<file path="config.mk">
export PLATFORM = sky130hd
export DESIGN_NAME = msrv32_pc_fetch_unit
export DESIGN_NICKNAME = d
export VERILOG_FILES = /design/src/rtl/msrv32_pkg.sv /design/src/rtl/msrv32_next_pc_mux.sv /design/src/rtl/msrv32_pc_fetch_unit.sv
export SDC_FILE = /design/constraint.sdc
export NUM_CORES = 1
export LEC_CHECK = 0
export CAP_MARGIN = 15
export CELL_PAD_IN_SITES_DETAIL_PLACEMENT = 1
export CELL_PAD_IN_SITES_GLOBAL_PLACEMENT = 1
export CORE_ASPECT_RATIO = 0.75
export CORE_MARGIN = 4
export CORE_UTILIZATION = 31
export CTS_CLUSTER_DIAMETER = 150
export CTS_CLUSTER_SIZE = 24
export DETAILED_ROUTE_END_ITERATION = 12
export PLACE_DENSITY = 0.82
export SYNTH_ARGS = -nofsm -noshare
export SYNTH_HDL_FRONTEND = slang
export SYNTH_SLANG_ARGS = --single-unit
</file>
<file path="constraint.sdc">
create_clock -name ms_riscv32_mp_clk_in -period 3.1 [get_ports ms_riscv32_mp_clk_in]
set_input_delay 0.62 -clock ms_riscv32_mp_clk_in [delete_from_list [all_inputs] [get_ports ms_riscv32_mp_clk_in]]
set_output_delay 0.62 -clock ms_riscv32_mp_clk_in [all_outputs]
set_load 0.02 [all_outputs]
</file>
<file path="src/rtl/msrv32_pkg.sv">
// ---------------------------------------------------------------------------
// Module   : msrv32_pkg
// Purpose  : Shared opcodes, fetch FSM encoding and boot address for msrv32.
// Revision : 1.0 - initial release
// ---------------------------------------------------------------------------
`default_nettype none

package msrv32_pkg;

  localparam logic [4:0] OPCODE_JAL    = 5'b11011;
  localparam logic [4:0] OPCODE_JALR   = 5'b11001;
  localparam logic [4:0] OPCODE_BRANCH = 5'b11000;

  typedef enum logic [1:0] {
    S_BOOT = 2'd0,
    S_WAIT = 2'd1,
    S_RUN  = 2'd2
  } fetch_state_e;

  localparam logic [31:0] DEFAULT_BOOT_ADDRESS = 32'h0000_0000;

endpackage

`default_nettype wire

</file>
<file path="src/rtl/msrv32_next_pc_mux.sv">
// ---------------------------------------------------------------------------
// Module   : msrv32_next_pc_mux
// Purpose  : Priority select of the next PC (trap, mret, branch, sequential).
// Revision : 1.0 - initial release
// ---------------------------------------------------------------------------
`default_nettype none

module msrv32_next_pc_mux (
  input  logic        trap_taken_in,
  input  logic [31:0] trap_address_in,
  input  logic        mret_in,
  input  logic [31:0] epc_in,
  input  logic        branch_taken_in,
  input  logic [31:0] iadder_in,
  input  logic [31:0] pc_in,
  output logic [31:0] next_pc_out,
  output logic [31:0] pc_plus_4_out
);

  always_comb begin
    pc_plus_4_out = pc_in + 32'd4;
    if (trap_taken_in) begin
      next_pc_out = trap_address_in;
    end else if (mret_in) begin
      next_pc_out = epc_in;
    end else if (branch_taken_in) begin
      // jalr semantics: the target's bit 0 is always discarded
      next_pc_out = {iadder_in[31:1], 1'b0};
    end else begin
      next_pc_out = pc_plus_4_out;
    end
  end

endmodule

`default_nettype wire

</file>
<file path="src/rtl/msrv32_pc_fetch_unit.sv">
// ---------------------------------------------------------------------------
// Module   : msrv32_pc_fetch_unit
// Purpose  : Architectural PC register and instruction-fetch handshake FSM.
// Revision : 1.0 - initial release
// ---------------------------------------------------------------------------
`default_nettype none

module msrv32_pc_fetch_unit
  import msrv32_pkg::*;
#(
  parameter logic [31:0] BOOT_ADDRESS = DEFAULT_BOOT_ADDRESS
) (
  input  logic        ms_riscv32_mp_clk_in,
  input  logic        ms_riscv32_mp_rst_n_in,
  input  logic        branch_taken_in,
  input  logic [31:0] iadder_in,
  input  logic        trap_taken_in,
  input  logic [31:0] trap_address_in,
  input  logic        mret_in,
  input  logic [31:0] epc_in,
  input  logic        stall_in,
  input  logic        i_ready_in,
  output logic [31:0] i_addr_out,
  output logic        i_req_out,
  output logic [31:0] pc_out,
  output logic [31:0] pc_plus_4_out,
  output logic        instr_valid_out,
  output logic        misaligned_instr_out
);

  fetch_state_e r_state;
  fetch_state_e w_state_nxt;
  logic [31:0]  r_fetch_addr;
  logic [31:0]  w_fetch_addr_nxt;
  logic [31:0]  w_pc_nxt;
  logic [31:0]  w_next_pc;
  logic         w_valid_nxt;
  logic         w_in_run;
  logic         w_advance;

  msrv32_next_pc_mux u_next_pc_mux (
    .trap_taken_in   (trap_taken_in),
    .trap_address_in (trap_address_in),
    .mret_in         (mret_in),
    .epc_in          (epc_in),
    .branch_taken_in (branch_taken_in),
    .iadder_in       (iadder_in),
    .pc_in           (pc_out),
    .next_pc_out     (w_next_pc),
    .pc_plus_4_out   (pc_plus_4_out)
  );

  assign w_in_run = ms_riscv32_mp_rst_n_in && (r_state == S_RUN);
  assign misaligned_instr_out = w_in_run && branch_taken_in && iadder_in[1]
                                && !trap_taken_in && !mret_in;
  // A trap always redirects, even over a stall or a misaligned target
  assign w_advance = w_in_run && (trap_taken_in || (!stall_in && !misaligned_instr_out));

  always_comb begin
    w_state_nxt      = r_state;
    w_pc_nxt         = pc_out;
    w_valid_nxt      = instr_valid_out;
    w_fetch_addr_nxt = r_fetch_addr;
    i_req_out        = 1'b0;
    i_addr_out       = r_fetch_addr;
    case (r_state)
      S_BOOT: begin
        w_state_nxt = S_WAIT;
      end
      S_WAIT: begin
        i_req_out = ms_riscv32_mp_rst_n_in;
        if (i_ready_in) begin
          w_pc_nxt    = r_fetch_addr;
          w_valid_nxt = 1'b1;
          w_state_nxt = S_RUN;
        end
      end
      S_RUN: begin
        if (w_advance) begin
          i_req_out        = 1'b1;
          i_addr_out       = w_next_pc;
          w_fetch_addr_nxt = w_next_pc;
          if (i_ready_in) begin
            w_pc_nxt = w_next_pc;
          end else begin
            w_valid_nxt = 1'b0;
            w_state_nxt = S_WAIT;
          end
        end
      end
      default: begin
        w_state_nxt = S_BOOT;
      end
    endcase
  end

  always_ff @(posedge ms_riscv32_mp_clk_in) begin
    if (!ms_riscv32_mp_rst_n_in) begin
      r_state         <= S_BOOT;
      pc_out          <= BOOT_ADDRESS;
      instr_valid_out <= 1'b0;
      r_fetch_addr    <= BOOT_ADDRESS;
    end else begin
      r_state         <= w_state_nxt;
      pc_out          <= w_pc_nxt;
      instr_valid_out <= w_valid_nxt;
      r_fetch_addr    <= w_fetch_addr_nxt;
    end
  end

endmodule

`default_nettype wire
</file>
==> results of run 1 <==
## cell families (layout without fill, tap and decap cells)
family,count (synthesis),in the layout,synth area share
fa+ha+maj,4,4,0.00971
flops,67,67,0.260
simple gates,280,280,0.297
compound gates,224,224,0.299
xor+xnor,15,15,0.0255
mux,21,21,0.0422
buf+inv,83,427,0.0663
## critical path: stages
cell and delay, ns:
clkbuf_4 0.15, buf_4 0.22, buf_12 0.14, nor2b_1 0.06, buf_6 0.16, a221oi_1 0.43, o22ai_1 0.18, nor3_2 0.29
a21oi_1 0.13, buf_4 0.18
## cell usage in the layout (no fill, tap or decap), types with 14 or more instances in the layout
| cell | n |
|---|---|
| o21ai_0 | 29 |
| or2_2 | 16 |
| a211oi_1 | 15 |
| and2_1 | 18 |
| buf_6 | 16 |
| a21oi_1 | 48 |
| buf_2 | 23 |
| nand4_1 | 14 |
| nor2_1 | 45 |
| nand3_1 | 20 |
| nand2_1 | 67 |
| buf_4 | 170 |
| dfxtp_1 | 54 |
| clkdlybuf4s50_1 | 142 |
| mux2i_1 | 14 |
| inv_1 | 24 |
## how the worst min path moves through the flow
stage / start / endpoint / slack (ns) / cells after the start
2_1_floorplan: r_fetch_addr[24]$_SDFF_PN0_ / r_fetch_addr[24]$_SDFF_PN0_ / 0.45 / 2
3_5_place_dp: r_fetch_addr[27]$_SDFF_PN0_ / pc_out[27]$_SDFFE_PN0P_ / 0.48 / 2
4_1_cts: r_fetch_addr[27]$_SDFF_PN0_ / pc_out[27]$_SDFFE_PN0P_ / 0.49 / 2
6_report: r_fetch_addr[4]$_SDFF_PN0_ / r_fetch_addr[4]$_SDFF_PN0_ / 0.51 / 2
5_1_grt: r_fetch_addr[21]$_SDFF_PN0_ / pc_out[21]$_SDFFE_PN0P_ / 0.53 / 2
3_3_place_gp: r_fetch_addr[27]$_SDFF_PN0_ / pc_out[27]$_SDFFE_PN0P_ / 0.47 / 2
## final cells by class
class                   instances  area [um^2]  area share
flip-flops and latches         67         1370       0.149
well taps                     210          263      0.0287
repair buffers                386         3360       0.367
inverters                      26          101      0.0111
multi-input cells             544         3780       0.413
clock inverters                 2         10.0     0.00109
clock buffers                  13          270      0.0295
## power breakdown
group / switching, mW / total [mW] / internal [mW] / leakage [nW]
clock: 0.414 / 1.02 / 0.601 / 0.141
sequential: 0.0639 / 0.997 / 0.933 / 0.550
combinational: 0.871 / 1.57 / 0.695 / 3.15
total: 1.35 / 3.58 / 2.23 / 3.84
## sequential cells by signal (all words and copies together) (netlist names)
name and count:
instr_valid_out 1, pc_out 32, r_fetch_addr 32, r_state 2
## synth_stat cells (11+ instances only)
cell type / n / area (um^2)
nor3_1: 13 / 65.1
o211ai_1: 11 / 82.6
nand4_1: 14 / 87.6
inv_1: 25 / 93.8
dfxtp_1: 67 / 1340
nand2b_1: 12 / 75.1
nor2_1: 49 / 184
nand3_1: 21 / 105
or2_2: 17 / 106
a221oi_1: 13 / 114
clkbuf_1: 41 / 154
o21ai_0: 32 / 160
o21a_1: 14 / 105
mux2i_1: 15 / 150
a211oi_1: 15 / 113
a31oi_1: 14 / 87.6
a21oi_1: 50 / 250
and2_1: 18 / 113
nand2_1: 67 / 251
## layer usage
| metal | up-vias | routed length (um) |
|---|---|---|
| li1 | 3270 | - |
| met1 | 3698 | 12700 |
| met2 | 529 | 14000 |
| met3 | 132 | 3560 |
| met4 | 0 | 1400 |
| met5 | - | 0 |
## what timing repair did
action / 4_1_cts / 5_1_grt
pin swaps: 11 / 19
endpoints found under the setup margin: 55 / 40
cloned: 1 / 0
buffers inserted: 21 / 11
resized for setup: 203 / 82
==> reports/qor.txt, run 1 <==
status - finished with violations
failing checks - setup timing
Crit. End Element - primary output
antenna viol nets, final - 0
GRT busiest layer - met2
Hold Slack - 0.509 ns
vias in the first global route - 7808
R2R cell count - 10
H-tree levels - 3
1st-pass router iterations - 5
DP Worst Slack - -0.721 ns
GRT Total Usage - 0.305
Post-synth EDFFs - 0
Root Driver - clkbuf_16
Max-cap violations - 0
global route overflow - 0
Reg clk slew, reported paths - 0.06 ns
syn avg cell area - 7.43 um^2
Layout area overhead - 77.6%
Worst Path Arrival - 2.58 ns
FF-to-FF End - pc_out[26]$_SDFFE_PN0P_
RR Startpoint - r_state[0]$_SDFFE_PN0P_
fin crit period - 3.20 ns
CTS tree - built
endpoints failing hold - 0
nets@finish - 1141
DR vias - 7629
Synth Register Bits - 67
critical path startpoint - mret_in
Critical path destination - i_addr_out[23]
asr flop ratio synth - 0
die area - 18800 um^2
Clock Sinks - 67
max_slew headroom - 0.617
largest net degree at the start of global routing - 50
Slew Limit Fails - 0
post-synthesis cell count - 694
Hold/Removal Path Class - flip-flop to flip-flop
core footprint - 16200 um^2
DRC viols - 0
Bufs on Longest Clock Path - 2
CTS Hold Bufs - 0
R2R setup slack - 0.25 ns
drt wl/cell - 25.3 um
Design Area, Final - 9150 um^2
initial DRC count - 707
static leakage - 3.84 nW
fmax - 313 MHz
Setup CP Type - primary input to primary output
Setup violations, final - 5
num rows - 40
Final Cycle Share - 1.03
Syn Nets - 801
first-pass GRT wire length - 44400 um
critical-path maximum fanout - 9
mapped cell area - 5150 um^2
Worst setup SP type - primary input
vias per std cell - 6.11
Placed Cells - 1200
share of cells above drive strength 1 - 0.332
initial antenna violation count - 0
I/O Pins - 202
register area share after synthesis - 0.260
Final Non-Filler Cells - 1248
total power - 3.58 mW
die span in y - 120 um
buffers added on ports - 200
WP data required - 2.48 ns
M3 GR Usage - 0.0923
GR Layer Usage met2 - 0.476
Worst VDD drop - 0.277 mV
Die Wd - 157 um
DP Wirelength - 20800 um
M1 GR Usage - 0.393
Initial Utilization - 0.319
final core utilization - 0.566
Yosys warning count - 0
Placer Congestion - 0.901
clk_skew - 0.00399 ns
final setup margin - -0.0969 ns
fillcell total - 1965
Routed WL - 31600 um
Ant. Diodes - 0
setup TNS - -0.256 ns
cell area after placement - 8380 um^2
Yosys cell types - 72
total CTS buffers - 9
worst-skew pair later-pin latency - 0.35 ns
PwrDens - 391 nW/um^2
Post-synth top flop - dfxtp_1
actual slew at the worst max-slew pin - 0.575 ns
RSZ-0062 raised after global routing - true
Note: power is estimated with default switching activity, not from simulation.
==> run 2: changes to the inputs <==
- ABC_AREA: unset -> 1
- CORE_UTILIZATION: 31 -> 29
- HOLD_SLACK_MARGIN: unset -> 0.06
- PLACE_DENSITY: 0.82 -> 0.83
==> reports/qor.txt, run 2 <==
RSZ-0062 raised after global routing - true
Post-synth EDFFs - 0 (unchanged)
RR Startpoint - r_state[0]$_SDFFE_PN0P_
CTS tree - built
Worst setup SP type - flip-flop
first-pass GRT wire length - 37400 um (-16%)
mux cell area share after synthesis - 0 (-0.0422)
die area - 18900 um^2 (+0.68%)
Comb pwr share - 0.527 (+0.089)
commonest non-fill, non-tap cell in the layout - nand2_1
switching power - 2.26 mW (+68%)
initial DRC count - 399 (-44%)
Crit path largest cell delay - 0.35 ns (-0.08 ns)
Clock Power Share - 0.248 (-0.036)
initial antenna violation count - 1 (+1)
Reg clk slew, reported paths - 0.06 ns (about the same)
DP Wirelength - 18100 um (-13%)
DR vias - 6401 (-16%)
Routed WL - 24200 um (-23%)
cell area after placement - 7640 um^2 (-8.9%)
share of cells above drive strength 1 - 0.192 (-0.141)
fin crit period - 3.04 ns (-0.159 ns)
biggest regs - pc_out x32, r_fetch_addr x32, r_state x2
Synth Register Bits - 67 (unchanged)
Layout area overhead - 66.7%
R2R setup slack - 0.51 ns (+0.26 ns)
fmax - 329 MHz (+5.2%)
global route overflow - 0 (unchanged)
Yosys cell types - 36 (-50%)
syn avg cell area - 5.94 um^2 (-20%)
asr flop ratio synth - 0 (unchanged)
DRC viols - 0 (unchanged)
Die Wd - 157 um (+0.34%)
Synth Area in Simple Gates - 0.390 (+0.0927)
H-tree levels - 3 (unchanged)
WP data required - 2.48 ns (about the same)
Post-synth top flop - dfxtp_1
Critical path destination - i_addr_out[20]
Bufs on Longest Clock Path - 2 (unchanged)
mapped cell area - 4860 um^2 (-5.8%)
top cells by area, synth - dfxtp_1 28%, nand2_1 21%, a21oi_1 11%, nor2_1 7.3%, o21ai_0 6.2%
nets@finish - 1182 (+3.6%)
Synth top area share - 0.276 (+0.0160)
Final Cycle Share - 0.980 (-0.0513)
Post-synth top cells - 274 x nand2_1, 106 x a21oi_1, 94 x nor2_1
Initial Utilization - 0.299 (-0.0193)
antenna viol nets, final - 0 (unchanged)
drt wl/cell - 18.7 um (-26%)
Setup CP Type - flip-flop to primary output
num rows - 40 (unchanged)
Hold/Removal Path Class - flip-flop to flip-flop
critical-path maximum fanout - 3 (-6)
vias per std cell - 4.96 (-19%)
register area share after synthesis - 0.276 (+0.0160)
dominant cell type by area after synthesis - dfxtp_1
Synth Area in Adders - 0.0103 (+0.000596)
R2R cell count - 9 (-1)
Design Area, Final - 8100 um^2 (-12%)
Worst VDD drop - 0.539 mV (+95%)
worst-skew pair later-pin latency - 0.35 ns (about the same)
combinational family with the most area after synthesis - simple AND/OR/NAND/NOR gates
fillcell total - 2169 (+10%)
Max-cap violations - 0 (unchanged)
buffers added on ports - 200 (unchanged)
FF-to-FF End - pc_out[2]$_SDFFE_PN0P_
max_slew headroom - 0.555 (-0.0623)
status - finished, final reports clean
Hold Slack - 0.480 ns (-0.0299 ns)
core footprint - 16200 um^2 (+0.31%)
Synth Area in XOR/XNOR - 0.0363 (+0.0108)
post-synthesis compound-gate area fraction - 0.198 (-0.101)
vias in the first global route - 6820 (-13%)
Syn Nets - 924 (+15%)
Placer Congestion - 0.853 (-5.4%)
Worst path slowest cell - dfxtp_2
setup TNS - 0 ns (+0.256 ns)
Crit. End Element - primary output
Worst Path Arrival - 2.42 ns (-0.16 ns)
Setup violations, final - 0 (-5)
Root Driver - clkbuf_16
total power - 5.35 mW (+49%)
Yosys warning count - 0 (unchanged)
Slew Limit Fails - 0 (unchanged)
Placed Cells - 1269 (+5.8%)
Internal - 3.09 mW (+38%)
static leakage - 3.73 nW (-2.7%)
Clock Sinks - 67 (unchanged)
CTS Hold Bufs - 0 (unchanged)
Cell Chain, Critical Path - ha_2 > nand2_1 > nor2_4 > buf_4 > nand3b_1 > buf_4 > o21ai_1 > nand2_2 > nand2_1 > nand2_1 > nand2_1 > nand2_1 > nand2_1 > nand2_2 > buf_4
final core utilization - 0.499 (-0.0669)
GRT Total Usage - 0.252 (-0.0532)
final setup margin - 0.0621 ns (+0.159 ns)
I/O Pins - 202 (unchanged)
Final Non-Filler Cells - 1291 (+3.4%)
commonest non-fill, non-tap cells in the layout - 269 x nand2_1, 163 x clkdlybuf4s50_1, 105 x a21oi_1
most common cell in the netlist - nand2_1
Reg power frac - 0.225 (-0.054)
clk_skew - 0.00900 ns (+0.00501 ns)
1st-pass router iterations - 5 (unchanged)
endpoints failing hold - 0 (unchanged)
total CTS buffers - 9 (unchanged)
DP Worst Slack - -0.328 ns (+0.393 ns)
PwrDens - 661 nW/um^2 (+69%)
largest net degree at the start of global routing - 52 (+4.0%)
die span in y - 120 um (+0.34%)
critical path startpoint - pc_out[3]$_SDFFE_PN0P_
Crit path top cell by count - nand2_1
actual slew at the worst max-slew pin - 0.667 ns (+0.0925 ns)
post-synthesis cell count - 817 (+18%)
Sw Ratio - 0.423 (+0.0458)
run 2: cell count changes in the layout (fill, tap and decap cells not counted), sizes merged, moves of 14 or more:
cell           delta
buf             -119
o21ai            +30
nor4             -14
nand2           +214
mux2i            -15
inv              +31
a211oi           -14
nor2             +58
nor3             -14
clkdlybuf4s50    +21
a21oi            +58
run 2: power groups by stage:
stage / combinational, mW / sequential [mW] / clock, mW
after floorplan: 1.31 / 1.33 / 0
after global placement: 2.74 / 1.20 / 0
after detailed placement: 2.80 / 1.21 / 0
after CTS: 2.79 / 1.19 / 1.34
after global routing: 3.05 / 1.22 / 1.38
final: 2.82 / 1.20 / 1.33
run 2: cells by family after synthesis:
logic type,count (synthesis)
and+or+nand+nor,441
AOI/OAI and AO/OA,185
buffers and inverters,105
DFF,67
xor gates and xnor gates,15
adders and majority gates,4
run 2: critical path, delay by kind of cell, from the launching register on:
family / cells / cell delay (ns)
AOI/OAI and AO/OA: 1 / 0.14
adders and majority gates: 1 / 0.19
buffers and inverters: 3 / 0.48
DFF: 1 / 0.35
and+or+nand+nor: 10 / 0.91
run 2: what timing repair did:
action | CTS | global route
setup endpoints to repair | 33 | 34
gates resized for setup | 46 | 67
pin swaps | 0 | 8
buffers inserted | 0 | 5
run 2: worst min-delay path by stage:
stage / from / endpoint / cells after the start
6_report: instr_valid_out$_SDFFE_PN0P_ / instr_valid_out$_SDFFE_PN0P_ / 2
5_1_grt: r_fetch_addr[24]$_SDFF_PN0_ / r_fetch_addr[24]$_SDFF_PN0_ / 2
4_1_cts: instr_valid_out$_SDFFE_PN0P_ / instr_valid_out$_SDFFE_PN0P_ / 2
3_5_place_dp: instr_valid_out$_SDFFE_PN0P_ / instr_valid_out$_SDFFE_PN0P_ / 2
3_3_place_gp: instr_valid_out$_SDFFE_PN0P_ / instr_valid_out$_SDFFE_PN0P_ / 2
2_1_floorplan: r_fetch_addr[1]$_SDFF_PN0_ / pc_out[1]$_SDFFE_PN0P_ / 2
run 2: layer usage:
metal	vias up	GRT usage	part of all wire
li1	3112	-	-
met1	3073	0.339	0.47
met2	191	0.420	0.47
met3	25	0.0512	0.054
met4	0	0.0478	0.014
met5	-	0	0
run 2: layout make-up:
class	instances	area (um^2)	share of cell area
timing repair buffer	294	2720	0.336
sequential	67	1350	0.167
clock buffer	10	239	0.0295
multi-input combinational	645	3170	0.391
antenna	1	2.50	0.000309
clock inverter	6	136	0.0168
inverter	58	218	0.0269
tap	210	263	0.0325
